==> src/rtl/mmu_pkg.sv <==
// Shared types and constants for the systolic-array feeder.
package mmu_pkg;

    localparam int N      = 4;
    localparam int DATA_W = 8;
    localparam int LANE_W = N * DATA_W;

    typedef enum logic [2:0] {
        IDLE,
        LOAD,
        SETTLE,
        STREAM,
        DRAIN
    } feeder_state_t;

    // Lane 0 is the least significant byte.
    function automatic logic [DATA_W-1:0] lane_byte(input logic [LANE_W-1:0] vec,
                                                    input int idx);
        return DATA_W'(vec >> (idx * DATA_W));
    endfunction

endpackage

==> src/rtl/skew_line.sv <==
// Per-lane delay line; DEPTH=0 degenerates to a wire.
module skew_line
    import mmu_pkg::*;
#(
    parameter int DEPTH     = 1,
    parameter int LANE_BITS = DATA_W
) (
    input  logic                 clk,
    input  logic                 rst,
    input  logic [LANE_BITS-1:0] din_i,
    output logic [LANE_BITS-1:0] dout_o
);

    if (DEPTH == 0) begin : g_pass
        logic unused_clk_rst;
        assign unused_clk_rst = &{1'b0, clk, rst};
        assign dout_o = din_i;
    end else begin : g_shift
        logic [LANE_BITS-1:0] stage_q [DEPTH];

        always_ff @(posedge clk or posedge rst) begin
            if (rst) begin
                for (int k = 0; k < DEPTH; k++) stage_q[k] <= '0;
            end else begin
                stage_q[0] <= din_i;
                for (int k = 1; k < DEPTH; k++) stage_q[k] <= stage_q[k-1];
            end
        end

        assign dout_o = stage_q[DEPTH-1];
    end

endmodule

==> src/rtl/mmu_feeder.sv <==
// Weight/pixel sequencer for the 4x4 systolic TPU.
// Optional row counter output enabled by defining MMU_FEEDER_PERF_EN.
//
//   state  | meaning
//   IDLE   | waiting for first weight column
//   LOAD   | accepting weight columns, control=1
//   SETTLE | control held 1 with zero weights before compute
//   STREAM | accepting pixel rows into the skew lines
//   DRAIN  | injecting zeros until the skew lines empty, then done
module mmu_feeder
    import mmu_pkg::*;
#(
    parameter int SETTLE_CYCLES = 2,
    parameter int DRAIN_CYCLES  = 8
) (
    input  logic              clk,
    input  logic              rst,
    input  logic              wt_valid,
    output logic              wt_ready,
    input  logic [LANE_W-1:0] wt_col,
    input  logic              px_valid,
    output logic              px_ready,
    input  logic [LANE_W-1:0] px_row,
    input  logic              px_last,
    output logic              control,
    output logic [LANE_W-1:0] wt_arr,
    output logic [LANE_W-1:0] data_arr,
    output logic              busy,
    output logic              done
`ifdef MMU_FEEDER_PERF_EN
    ,
    output logic [15:0]       row_cnt
`endif
);

    localparam int COL_W    = $clog2(N + 1);
    localparam int SETTLE_W = $clog2(SETTLE_CYCLES + 1);
    localparam int DRAIN_W  = $clog2(DRAIN_CYCLES + 1);

    localparam logic [COL_W-1:0]    COL_N       = COL_W'(N);
    localparam logic [COL_W-1:0]    COL_LAST    = COL_W'(N - 1);
    localparam logic [SETTLE_W-1:0] SETTLE_LAST = SETTLE_W'(SETTLE_CYCLES);
    localparam logic [DRAIN_W-1:0]  DRAIN_LAST  = DRAIN_W'(DRAIN_CYCLES - 1);

    if (DRAIN_CYCLES < N - 1) begin : g_drain_check
        $error("DRAIN_CYCLES shorter than the skew depth truncates the last rows");
    end

    feeder_state_t       state_q, state_d;
    logic [COL_W-1:0]    col_cnt_q, col_cnt_d;
    logic [SETTLE_W-1:0] settle_cnt_q, settle_cnt_d;
    logic [DRAIN_W-1:0]  drain_cnt_q, drain_cnt_d;
    logic                control_q, control_d;
    logic [LANE_W-1:0]   wt_arr_q, wt_arr_d;
    logic [LANE_W-1:0]   row_q, row_d;
    logic                wt_ready_q, wt_ready_d;
    logic                px_ready_q, px_ready_d;
    logic                busy_q, busy_d;
    logic                done_q, done_d;

    logic wt_xfer;
    logic px_xfer;

    assign wt_xfer = wt_valid && wt_ready_q;
    assign px_xfer = px_valid && px_ready_q;

    always_comb begin
        state_d      = state_q;
        col_cnt_d    = col_cnt_q;
        settle_cnt_d = settle_cnt_q;
        drain_cnt_d  = drain_cnt_q;
        wt_arr_d     = '0;
        row_d        = '0;
        done_d       = 1'b0;

        unique case (state_q)
            IDLE: begin
                if (wt_xfer) begin
                    state_d   = LOAD;
                    col_cnt_d = COL_W'(1);
                    wt_arr_d  = wt_col;
                end
            end
            LOAD: begin
                if (wt_xfer) begin
                    wt_arr_d  = wt_col;
                    col_cnt_d = col_cnt_q + COL_W'(1);
                    if (col_cnt_q == COL_LAST) begin
                        state_d      = SETTLE;
                        settle_cnt_d = '0;
                    end
                end
            end
            SETTLE: begin
                // The first SETTLE cycle still shows the last column, so count one extra.
                if (settle_cnt_q == SETTLE_LAST) begin
                    state_d = STREAM;
                end else begin
                    settle_cnt_d = settle_cnt_q + SETTLE_W'(1);
                end
            end
            STREAM: begin
                if (px_xfer) begin
                    row_d = px_row;
                    if (px_last) begin
                        state_d     = DRAIN;
                        drain_cnt_d = '0;
                    end
                end
            end
            DRAIN: begin
                if (drain_cnt_q == DRAIN_LAST) begin
                    state_d   = IDLE;
                    col_cnt_d = '0;
                    done_d    = 1'b1;
                end else begin
                    drain_cnt_d = drain_cnt_q + DRAIN_W'(1);
                end
            end
            default: begin
                state_d   = IDLE;
                col_cnt_d = '0;
            end
        endcase

        control_d  = (state_d == LOAD) || (state_d == SETTLE);
        wt_ready_d = ((state_d == IDLE) || (state_d == LOAD)) && (col_cnt_d < COL_N);
        px_ready_d = (state_d == STREAM);
        busy_d     = (state_d != IDLE);
    end

    always_ff @(posedge clk or posedge rst) begin
        if (rst) begin
            state_q      <= IDLE;
            col_cnt_q    <= '0;
            settle_cnt_q <= '0;
            drain_cnt_q  <= '0;
            control_q    <= 1'b0;
            wt_arr_q     <= '0;
            row_q        <= '0;
            wt_ready_q   <= 1'b0;
            px_ready_q   <= 1'b0;
            busy_q       <= 1'b0;
            done_q       <= 1'b0;
        end else begin
            state_q      <= state_d;
            col_cnt_q    <= col_cnt_d;
            settle_cnt_q <= settle_cnt_d;
            drain_cnt_q  <= drain_cnt_d;
            control_q    <= control_d;
            wt_arr_q     <= wt_arr_d;
            row_q        <= row_d;
            wt_ready_q   <= wt_ready_d;
            px_ready_q   <= px_ready_d;
            busy_q       <= busy_d;
            done_q       <= done_d;
        end
    end

    // Lane i trails lane 0 by i cycles so the array sees a diagonal wavefront.
    for (genvar i = 0; i < N; i++) begin : g_lane
        skew_line #(
            .DEPTH    (i),
            .LANE_BITS(DATA_W)
        ) u_skew (
            .clk   (clk),
            .rst   (rst),
            .din_i (lane_byte(row_q, i)),
            .dout_o(data_arr[i*DATA_W +: DATA_W])
        );
    end

    assign control  = control_q;
    assign wt_arr   = wt_arr_q;
    assign wt_ready = wt_ready_q;
    assign px_ready = px_ready_q;
    assign busy     = busy_q;
    assign done     = done_q;

`ifdef MMU_FEEDER_PERF_EN
    logic [15:0] row_cnt_q, row_cnt_d;

    always_comb begin
        row_cnt_d = row_cnt_q;
        if ((state_q == IDLE) && wt_xfer) begin
            row_cnt_d = '0;
        end else if (px_xfer && (row_cnt_q != 16'hFFFF)) begin
            row_cnt_d = row_cnt_q + 16'd1;
        end
    end

    always_ff @(posedge clk or posedge rst) begin
        if (rst) begin
            row_cnt_q <= '0;
        end else begin
            row_cnt_q <= row_cnt_d;
        end
    end

    assign row_cnt = row_cnt_q;
`endif

endmodule

==> config.mk <==
export PLATFORM = sky130hd
export DESIGN_NAME = mmu_feeder
export DESIGN_NICKNAME = d
export VERILOG_FILES = /design/src/rtl/mmu_pkg.sv /design/src/rtl/skew_line.sv /design/src/rtl/mmu_feeder.sv
export SDC_FILE = /design/constraint.sdc
export NUM_CORES = 1
export LEC_CHECK = 0
export ABC_AREA = 1
export BUFFER_PORTS_ARGS = -buffer_cell sky130_fd_sc_hd__buf_2
export CORE_AREA = 5 5 142 117
export DETAILED_ROUTE_END_ITERATION = 12
export DIE_AREA = 0 0 147 122
export PLACE_DENSITY_LB_ADDON = 0.15
export SYNTH_ARGS = -nofsm -noshare
export SYNTH_HDL_FRONTEND = slang
export SYNTH_SLANG_ARGS = --single-unit
==> constraint.sdc <==
create_clock -name clk -period 5.2 [get_ports clk]
set_clock_uncertainty 0.15 [all_clocks]
set_input_delay 0.52 -clock clk [delete_from_list [all_inputs] [get_ports clk]]
set_output_delay 0.52 -clock clk [all_outputs]
set_load 0.005 [all_outputs]
==> results.tsv, run 1 <==
metric	value	unit
CP endpoint	drain_cnt_q[3]	
final period utilization	37.6	%
antenna cell count	0	
FF-to-FF Start	px_ready	
worst setup path startpoint	px_ready	
RePlAce Congestion	0.745	
Initial Util	28.8	%
Seq/Total Area, Yosys	73.6	%
die height	122	um
status	completed	
CP max FO	33	
number of global-route vias before repair	3021	
Die ar.	17900	sq um
clock buffer count from CTS	17	
final setup fails	0	
Final HPWL DP	6370	um
grt total ovfl	0	
Slew @ Worst Pin	1.08	ns
antenna-violating nets left	0	
leakage	3.29	nW
largest net degree at the start of global routing	83	
crit path kind	flip-flop to flip-flop	
Rel. slew slack	27.5	%
CP Capture Type	flip-flop	
Tmin final	1.95	ns
port buffer count	137	
Worst Path Arrival	2.10	ns
vias per inst	3.98	
GRT Total Usage	10.8	%
share of cells above drive strength 1	33.1	%
DRC Markers	0	
Final Net Count	598	
io pins	138	
peak supply drop	204	uV
CTS tree	yes	
Worst-Skew Late Latency	0.41	ns
Fin Setup TNS	0	ns
routed wire length	9250	um
Post-CTS Hold Fix Bufs	0	
routed via count	2912	
CP startpoint kind	flip-flop	
mapped cell area	4380	sq um
CTS H-tree depth	4	
first-pass GRT wire length	14800	um
total core area	15200	sq um
Power Dens Cells	470	nW/um^2
Fin. Hold Viols	0	
DR WL/cell	12.7	um
drt pass-1 iters	6	
Final Slew Violations	0	
Reg2Reg Setup Slack	3.25	ns
synth unique cells	19	
Mapped Cells	394	
Reg clk slew, reported paths	0.06	ns
yosys warns	0	
root buffer cell	clkbuf_16	
postcts setup bufs	0	
CTS Sinks	129	
synthesis-to-finish area growth	30.8	%
Total Power	2.69	mW
R2R depth	7	
CTS max path bufs	2	
FMAX	512	MHz
Iter 0 DRT Violations	161	
# rows	41	
Syn Nets	467	
Avg Inst Size Synth	11.1	sq um
die width	147	um
Critical Path RT	5.34	ns
MaxCap Viol Count	0	
#FFs+latches synth	129	
RR Endpoint	drain_cnt_q[3]	
WHS	0.0824	ns
RSZ-0062 raised after global routing	no	
post-cts sizing count	0	
initial antenna violation count	0	
Hold Path Class	input port to async pin	
-- kinds of logic (layout without fill, tap and decap cells) --
family / count (synthesis) / after routing / share of synthesized area (%)
adder cells (fa/ha/maj): 4 / 4 / 1.14
AND/OR/NAND/NOR: 179 / 179 / 16.3
flip-flops: 129 / 129 / 73.6
buffers and inverters: 77 / 221 / 8.16
XOR/XNOR: 2 / 2 / 0.400
AO/OA/AOI/OAI: 3 / 3 / 0.371
-- worst min-delay path by stage --
stage / cells after the start / slack, ns / end / from
detailed placement: 0 / 0.18 / g_lane[1].u_skew.dout_o[2] / row_q[10]
global route: 3 / 0.14 / wt_arr[16] / wt_col[16]
finish: 2 / 0.08 / wt_arr[22] / rst
floorplan: 0 / 0.18 / g_lane[1].u_skew.dout_o[0] / row_q[8]
global placement: 0 / 0.18 / g_lane[3].u_skew.dout_o[2] / g_lane[3].u_skew.g_shift.stage_q[10]
CTS: 2 / 0.13 / wt_arr[20] / rst
-- per-stage QoR --
stage	utilization, %	std cells	worst slack, ns	instance area, sq um
2_1_floorplan	-	394	1.09	4380
3_3_place_gp	33.9	699	2.96	5160
3_5_place_dp	33.9	699	2.93	5160
4_1_cts	37.6	731	3.18	5740
5_1_grt	37.6	731	3.02	5740
6_report	37.6	731	3.25	5740
-- area by class of cell --
cell class | count | area, sq um
repair buffers | 138 | 693
clock inverters | 13 | 130
fillers | 1559 | 9500
multi-input cells | 188 | 803
well taps | 193 | 241
inverters | 51 | 196
flip-flops and latches | 129 | 3230
clock buffers | 19 | 443
-- cells in the final DEF, fill, tap and decap left out --
master,count
nand2_2,2
buf_4,1
buf_2,137
clkinv_2,1
nor2_1,80
bufinv_16,1
clkinv_4,2
clkbuf_16,17
inv_8,2
nand2_1,75
inv_6,3
clkinvlp_4,5
nor2_4,1
nand3_1,17
clkbuf_1,1
inv_2,3
o22ai_1,1
o21ai_1,1
nand3_2,1
inv_1,47
a21oi_1,1
ha_1,4
dfrtp_1,129
nor2_2,1
nand4_1,2
xnor2_1,1
xor2_1,1
clkbuf_8,1
-- state kept, by name (all words and copies together), names as in the netlist, 2 cells and up --
name	flops
settle_cnt_q	2
wt_arr	32
row_q	32
g_lane.u_skew.dout_o	24
col_cnt_q	3
drain_cnt_q	4
state_q	3
g_lane.u_skew.g_shift.stage_q	24
-- Yosys cell counts, drive strengths merged --
cell type | number | area (sq um)
a21oi | 1 | 5.00
buf | 23 | 155
clkbuf | 3 | 11.3
dfrtp | 129 | 3230
ha | 4 | 50.1
inv | 51 | 191
nand2 | 77 | 294
nand3 | 18 | 90.1
nand4 | 2 | 12.5
nor2 | 82 | 318
o21ai | 1 | 5.00
o22ai | 1 | 6.26
xnor2 | 1 | 8.76
xor2 | 1 | 8.76
-- worst max-delay path: stages (launching register included) --
cell	delay (ns)
dfrtp_1	0.35
nand2_1	0.05
inv_1	0.76
nand3_1	0.20
nand2_2	0.16
inv_2	0.06
nand2_1	0.05
nand2_1	0.05
-- layer usage --
layer,routed length [um],track usage [%],up-vias
li1,-,-,1421
met1,4020,13.1,1393
met2,4360,16.3,89
met3,725,5.13,9
met4,146,5.30,0
met5,0,0,-
-- where the power goes --
part | internal [mW] | total [mW] | leakage (nW) | switching, mW
Combinational | 0.148 | 0.410 | 1.27 | 0.262
Clock | 0.679 | 1.13 | 0.266 | 0.451
Sequential | 1.10 | 1.15 | 1.75 | 0.0522
Total | 1.93 | 2.69 | 3.29 | 0.766
Note: power is estimated with default switching activity, not from simulation.
==> run 2, diff against run 1 <==
==> constraint.sdc (replaced) <==
create_clock -name clk -period 1.65 [get_ports clk]
set_clock_uncertainty 0.15 [all_clocks]
set_input_delay 0.165 -clock clk [delete_from_list [all_inputs] [get_ports clk]]
set_output_delay 0.165 -clock clk [all_outputs]
set_load 0.005 [all_outputs]
==> results.tsv, run 2 (synthesis gave the netlist of run 1 again) <==
metric	value	unit	change
DR WL/cell	12.4	um	-1.8%
final period utilization	91.0	%	+53 points
critical path's slowest cell	dfrtp_1		
first-pass GRT wire length	16600	um	+12%
RR Endpoint	control		
CP max FO	4		-88%
antenna-violating nets left	0		unchanged
CP Capture Type	flip-flop		
Combinational Power Share	17.2	%	+2.0 points
die width	147	um	unchanged
status	completed		
Rel. slew slack	74.2	%	+47 points
MaxCap Viol Count	0		unchanged
hold endpoint	wt_ready		
routed wire length	10000	um	+8.1%
Slew @ Worst Pin	0.386	ns	-0.698 ns
FF-to-FF Start	col_cnt_q[0]		
initial antenna violation count	0		unchanged
crit path kind	flip-flop to flip-flop		
Sw Share	29.2	%	+0.78 points
CTS H-tree depth	4		unchanged
cell count after placement	706		+1.0%
RSZ-0062 raised after global routing	no		
Final HPWL DP	6560	um	+2.9%
WHS Path Cells	5		
leakage	3.64	nW	+11%
grt total ovfl	0		unchanged
final setup fails	0		unchanged
io pins	138		unchanged
Reg clk slew, reported paths	0.06	ns	about the same
RePlAce Congestion	0.783		+5.1%
Final Net Count	672		+12%
Iter 0 DRT Violations	142		-12%
share of cells above drive strength 1	31.0	%	-2.0 points
peak supply drop	652	uV	+220%
Die ar.	17900	sq um	unchanged
root buffer cell	clkbuf_16		
synthesis-to-finish area growth	49.3	%	
placed inst area	5270	sq um	+2.1%
final instance area	6550	sq um	+14%
FMAX	666	MHz	+30%
Critical Path RT	1.80	ns	-3.54 ns
Internal Power	6.27	mW	+230%
CP bufs+invs	1		-1
Fin. Hold Viols	0		unchanged
antenna cell count	0		unchanged
CTS tree	yes		
Clk pwr share	41.7	%	-0.3 points
Initial Util	28.8	%	unchanged
CTS Sinks	129		unchanged
GRT Total Usage	11.8	%	+1.0 points
DRC Markers	0		unchanged
number of global-route vias before repair	3372		+12%
Reg power frac	41.1	%	-1.7 points
Power Dens Cells	1350	nW/um^2	+190%
Post-Layout Cell Count	805		+10%
clock buffer count from CTS	17		unchanged
most frequent cells in the layout	buf_2 (137), dfrtp_1 (129), nor2_1 (79)		
vias per inst	3.95		-0.80%
routed via count	3181		+9.2%
total core area	15200	sq um	unchanged
CP Depth	8		+1
# rows	41		unchanged
critical path cell sequence	ha_1 > ha_1 > nand3_2 > nand3_1 > nand2_2 > inv_1 > nand2_2 > nand2_1		
die height	122	um	unchanged
largest net degree at the start of global routing	46		-45%
Max stage delay on crit path	0.38	ns	-0.38 ns
CP startpoint kind	flip-flop		
Reg2Reg Setup Slack	0.15	ns	-3.10 ns
top cell family by delay on the critical path	simple AND/OR/NAND/NOR gates		
Worst Path Arrival	1.65	ns	-0.45 ns
R2R depth	8		+1
Worst-Skew Late Latency	0.41	ns	about the same
Hold Path Class	input port to flip-flop		
Net Sw Power	2.59	mW	+240%
most common cell after layout, fill and taps aside	buf_2		
hold path startpoint	px_valid		
Tmin final	1.50	ns	-0.451 ns
port buffer count	137		unchanged
FILL cells	1463		-6.2%
drt pass-1 iters	4		-2
Final Slew Violations	0		unchanged
CTS max path bufs	2		unchanged
-- run 2: cell types whose count changed in the layout (fill, tap and decap cells not counted), sizes merged --
| cell | previous run | this run |
|---|---|---|
| buf | 138 | 146 |
| clkinvlp | 5 | 3 |
| inv | 55 | 59 |
| clkbuf | 19 | 17 |
| dlygate4sd3 | 0 | 66 |
-- run 2: layout make-up --
type	instances	area [sq um]	area share [%]
multi-input cells	188	811	12.4
flip-flops and latches	129	3230	49.3
clock inverters	15	168	2.56
inverters	51	195	2.98
well taps	193	241	3.69
clock buffers	17	425	6.50
repair buffers	212	1480	22.6
-- run 2: layer usage --
metal / vias to the layer above / global-route usage (%) / share of wire (%)
met3: 24 / 4.20 / 5.9
met5: - / 0 / 0
met1: 1493 / 13.9 / 42
met4: 0 / 6.29 / 2.7
met2: 94 / 19.2 / 49
li1: 1570 / - / -
-- run 2: worst max path at each step --
stage / start / to / slack (ns)
5_1_grt: drain_cnt_q[0] / col_cnt_q[1] / 0.008
4_1_cts: col_cnt_q[0] / busy / 0.08
6_report: col_cnt_q[0] / control / 0.15
3_5_place_dp: col_cnt_q[0] / settle_cnt_q[1] / 0.09
2_1_floorplan: rst / busy / -0.26
3_3_place_gp: col_cnt_q[0] / busy / 0.12
-- run 2: what timing repair did --
item	CTS	global route
hold buffers	66	0
endpoints found under the setup margin	0	4
gates resized for setup	0	4
setup buffers	0	1
hold endpoints to repair	194	0
-- run 2: worst min-delay path, cell delays in order --
cell	delay [ns]
buf_2	0.10
nand3_1	0.07
nand2_1	0.10
nand3_1	0.11
nor2_1	0.05
-- run 2: power groups by stage --
stage | Sequential, mW | Combinational, mW | Clock (mW)
finish | 3.64 | 1.53 | 3.69
global route | 3.68 | 1.75 | 3.98
detailed placement | 3.70 | 1.39 | 0
CTS | 3.65 | 1.51 | 3.81
global placement | 3.69 | 1.37 | 0
floorplan | 3.67 | 0.803 | 0
-- run 2: metrics by stage --
| stage | TNS, ns | power (mW) | util [%] | worst slack (ns) | hold WS (ns) |
|---|---|---|---|---|---|
| 6_report | 0 | 8.86 | 43.0 | 0.148 | 0.0819 |
| 5_1_grt | 0 | 9.40 | 43.0 | 0.00806 | 0.0924 |
| 4_1_cts | 0 | 8.97 | 42.8 | 0.0812 | 0.0553 |
| 3_5_place_dp | 0 | 5.09 | 34.6 | 0.0919 | 0.0294 |
| 3_3_place_gp | 0 | 5.06 | 34.6 | 0.119 | 0.0301 |
| 2_1_floorplan | -33.57 | 4.48 | - | -0.260 | 0.121 |
==> run 3, diff against run 2 <==
--- a/config.mk
+++ b/config.mk
@@ -7,10 +7,11 @@
 export LEC_CHECK = 0
 export ABC_AREA = 1
 export BUFFER_PORTS_ARGS = -buffer_cell sky130_fd_sc_hd__buf_2
-export CORE_AREA = 5 5 142 117
+export CORE_AREA = 5 5 143 117
 export DETAILED_ROUTE_END_ITERATION = 12
-export DIE_AREA = 0 0 147 122
+export DIE_AREA = 0 0 148 122
 export PLACE_DENSITY_LB_ADDON = 0.15
 export SYNTH_ARGS = -nofsm -noshare
 export SYNTH_HDL_FRONTEND = slang
+export SYNTH_HIERARCHICAL = 1
 export SYNTH_SLANG_ARGS = --single-unit
==> results.tsv, run 3 <==
metric	value	unit	change
vias per inst	4.01		+1.4%
RSZ-0062 raised after global routing	no		
MaxCap Viol Count	0		unchanged
Die ar.	18100	sq um	+0.68%
synth unique cells	21		+2
Final HPWL DP	6800	um	+3.7%
count leader, synth	dfrtp_1		
initial antenna violation count	0		unchanged
CTS Sinks	129		unchanged
Fin. Hold Viols	0		unchanged
first-pass GRT wire length	17300	um	+4.6%
# rows	41		unchanged
FFs w/ async S/R, synth	100	%	unchanged
total core area	15300	sq um	+0.67%
final period utilization	92.1	%	+1.1 points
die height	122	um	unchanged
die width	148	um	+0.68%
most frequent cells in the layout	buf_2 (137), dfrtp_1 (129), nand2_1 (99)		
Post-synth EDFFs	0		unchanged
Final Net Count	663		-1.3%
antenna cell count	0		unchanged
Seq/Total Area, Yosys	72.6	%	-1.0 points
root buffer cell	clkbuf_16		
crit path kind	flip-flop to flip-flop		
DR WL/cell	12.8	um	+2.7%
synthesis-to-finish area growth	46.8	%	
#FFs+latches synth	129		unchanged
Power Dens Cells	1370	nW/um^2	+1.2%
Critical Path RT	1.84	ns	+0.04 ns
routed via count	3188		+0.22%
Tmin final	1.52	ns	+0.0176 ns
io pins	138		unchanged
Fin Setup TNS	0	ns	unchanged
Yosys top cell by area	dfrtp_1		
Reg clk slew, reported paths	0.06	ns	about the same
DRC Markers	0		unchanged
FMAX	658	MHz	-1.2%
yosys warns	6		+6
largest net degree at the start of global routing	49		+6.5%
CTS max path bufs	2		unchanged
Syn Nets	467		unchanged
most common cell after layout, fill and taps aside	buf_2		
peak supply drop	692	uV	+6.1%
CP startpoint kind	flip-flop		
Initial Util	29.0	%	+0.20 points
CTS tree	yes		
placed inst area	5250	sq um	-0.45%
postcts setup bufs	0		unchanged
Final Slew Violations	0		unchanged
Mapped Cells	394		unchanged
Reg2Reg Setup Slack	0.13	ns	-0.02 ns
Slew @ Worst Pin	0.583	ns	+0.197 ns
Rel. slew slack	61.1	%	-13 points
clock buffer count from CTS	17		unchanged
drt pass-1 iters	4		unchanged
Primary FF master, synth	dfrtp_1		
number of global-route vias before repair	3516		+4.3%
Hold Path Class	input port to flip-flop		
final setup fails	0		unchanged
area of the multi-input gates	922	sq um	+14%
CTS H-tree depth	4		unchanged
register area	3230	sq um	unchanged
Worst Path Arrival	1.71	ns	+0.06 ns
top post-synthesis cells by count	dfrtp_1 (129), nand2_1 (99), nor2_1 (84)		
GRT Total Usage	12.2	%	+0.39 points
mapped cell area	4440	sq um	+1.4%
Worst-Skew Late Latency	0.41	ns	about the same
grt total ovfl	0		unchanged
CP Capture Type	flip-flop		
final instance area	6530	sq um	-0.31%
antenna-violating nets left	0		unchanged
Synth top area share	72.6	%	-1.0 points
share of cells above drive strength 1	31.3	%	+0.30 points
RePlAce Congestion	0.773		-1.3%
FILL cells	1479		+1.1%
CP max FO	3		-1
routed wire length	10200	um	+1.6%
Area contributors post-synth	dfrtp_1 (73%), nand2_1 (8.4%), nor2_1 (7.1%)		
leakage	3.52	nW	-3.2%
Avg Inst Size Synth	11.3	sq um	+1.4%
status	completed		
Iter 0 DRT Violations	164		+15%
port buffer count	137		unchanged
-- run 3: layer usage --
metal / track usage (%) / vias to the layer above / share of wire [%]
met4: 4.79 / 0 / 1.9
li1: - / 1568 / -
met3: 4.87 / 18 / 6.1
met1: 14.7 / 1514 / 43
met2: 19.8 / 88 / 49
met5: 0 / - / 0
-- run 3: where the power goes --
| group | internal [mW] | switching (mW) | leakage [nW] |
|---|---|---|---|
| Combinational | 0.639 | 0.858 | 1.48 |
| Clock | 2.34 | 1.43 | 0.290 |
| Sequential | 3.48 | 0.185 | 1.75 |
| Total | 6.46 | 2.48 | 3.52 |
-- run 3: per-stage QoR --
step	cells	worst slack, ns	utilization, %	hold WS, ns	total power [mW]
floorplan	394	0.232	-	-0.169	4.51
global placement	697	0.160	34.2	0.0368	5.11
detailed placement	697	0.0893	34.2	0.0465	5.14
CTS	796	0.0784	42.5	0.0378	9.11
global route	796	0.0185	42.5	0.0604	9.48
finish	796	0.131	42.5	0.0531	8.94
-- run 3: what timing repair did --
item | CTS | global route
hold buffers | 67 | 0
endpoints found under the hold margin | 195 | 0
endpoints found under the setup margin | 0 | 2
resized for setup | 0 | 1
-- run 3: cell type report --
cell class	count	share of cell area, %
clock buffers	20	7.00
clock inverters	12	2.26
inverters	17	1.04
multi-input cells	212	14.1
flip-flops and latches	129	49.5
well taps	193	3.70
repair buffers	213	22.4
-- run 3: logic make-up (layout without fill, tap and decap cells) --
logic type	Yosys count	count (layout)	share of synthesized area (%)
simple gates	202	202	18.7
flops	129	129	72.6
buf+inv	53	262	6.67
fa+ha+maj	4	4	1.13
compound gates	4	4	0.450
xor+xnor	2	2	0.394
-- run 3: critical path, cell delays in order (launching register included) --
cell and delay [ns]:
dfrtp_1 0.40, ha_1 0.21, ha_1 0.17, nand3_1 0.09
nor2_1 0.08, nor2_1 0.19, nand2_1 0.07, o21ai_1 0.07
-- run 3: final timing paths --
| kind | start | end | cells after the start |
|---|---|---|---|
| min in group asynchronous | rst | g_lane[1].u_skew/dout_o[1] | 3 |
| max in group asynchronous | rst | g_lane[2].u_skew/dout_o[3] | 3 |
| setup / recovery | col_cnt_q[0] | settle_cnt_q[1] | 7 |
| hold / removal | px_last | px_ready | 4 |
| hold reg to reg | g_lane[3].u_skew/g_shift.stage_q[23] | g_lane[3].u_skew/g_shift.stage_q[15] | 0 |
| setup reg to reg | col_cnt_q[0] | settle_cnt_q[1] | 7 |
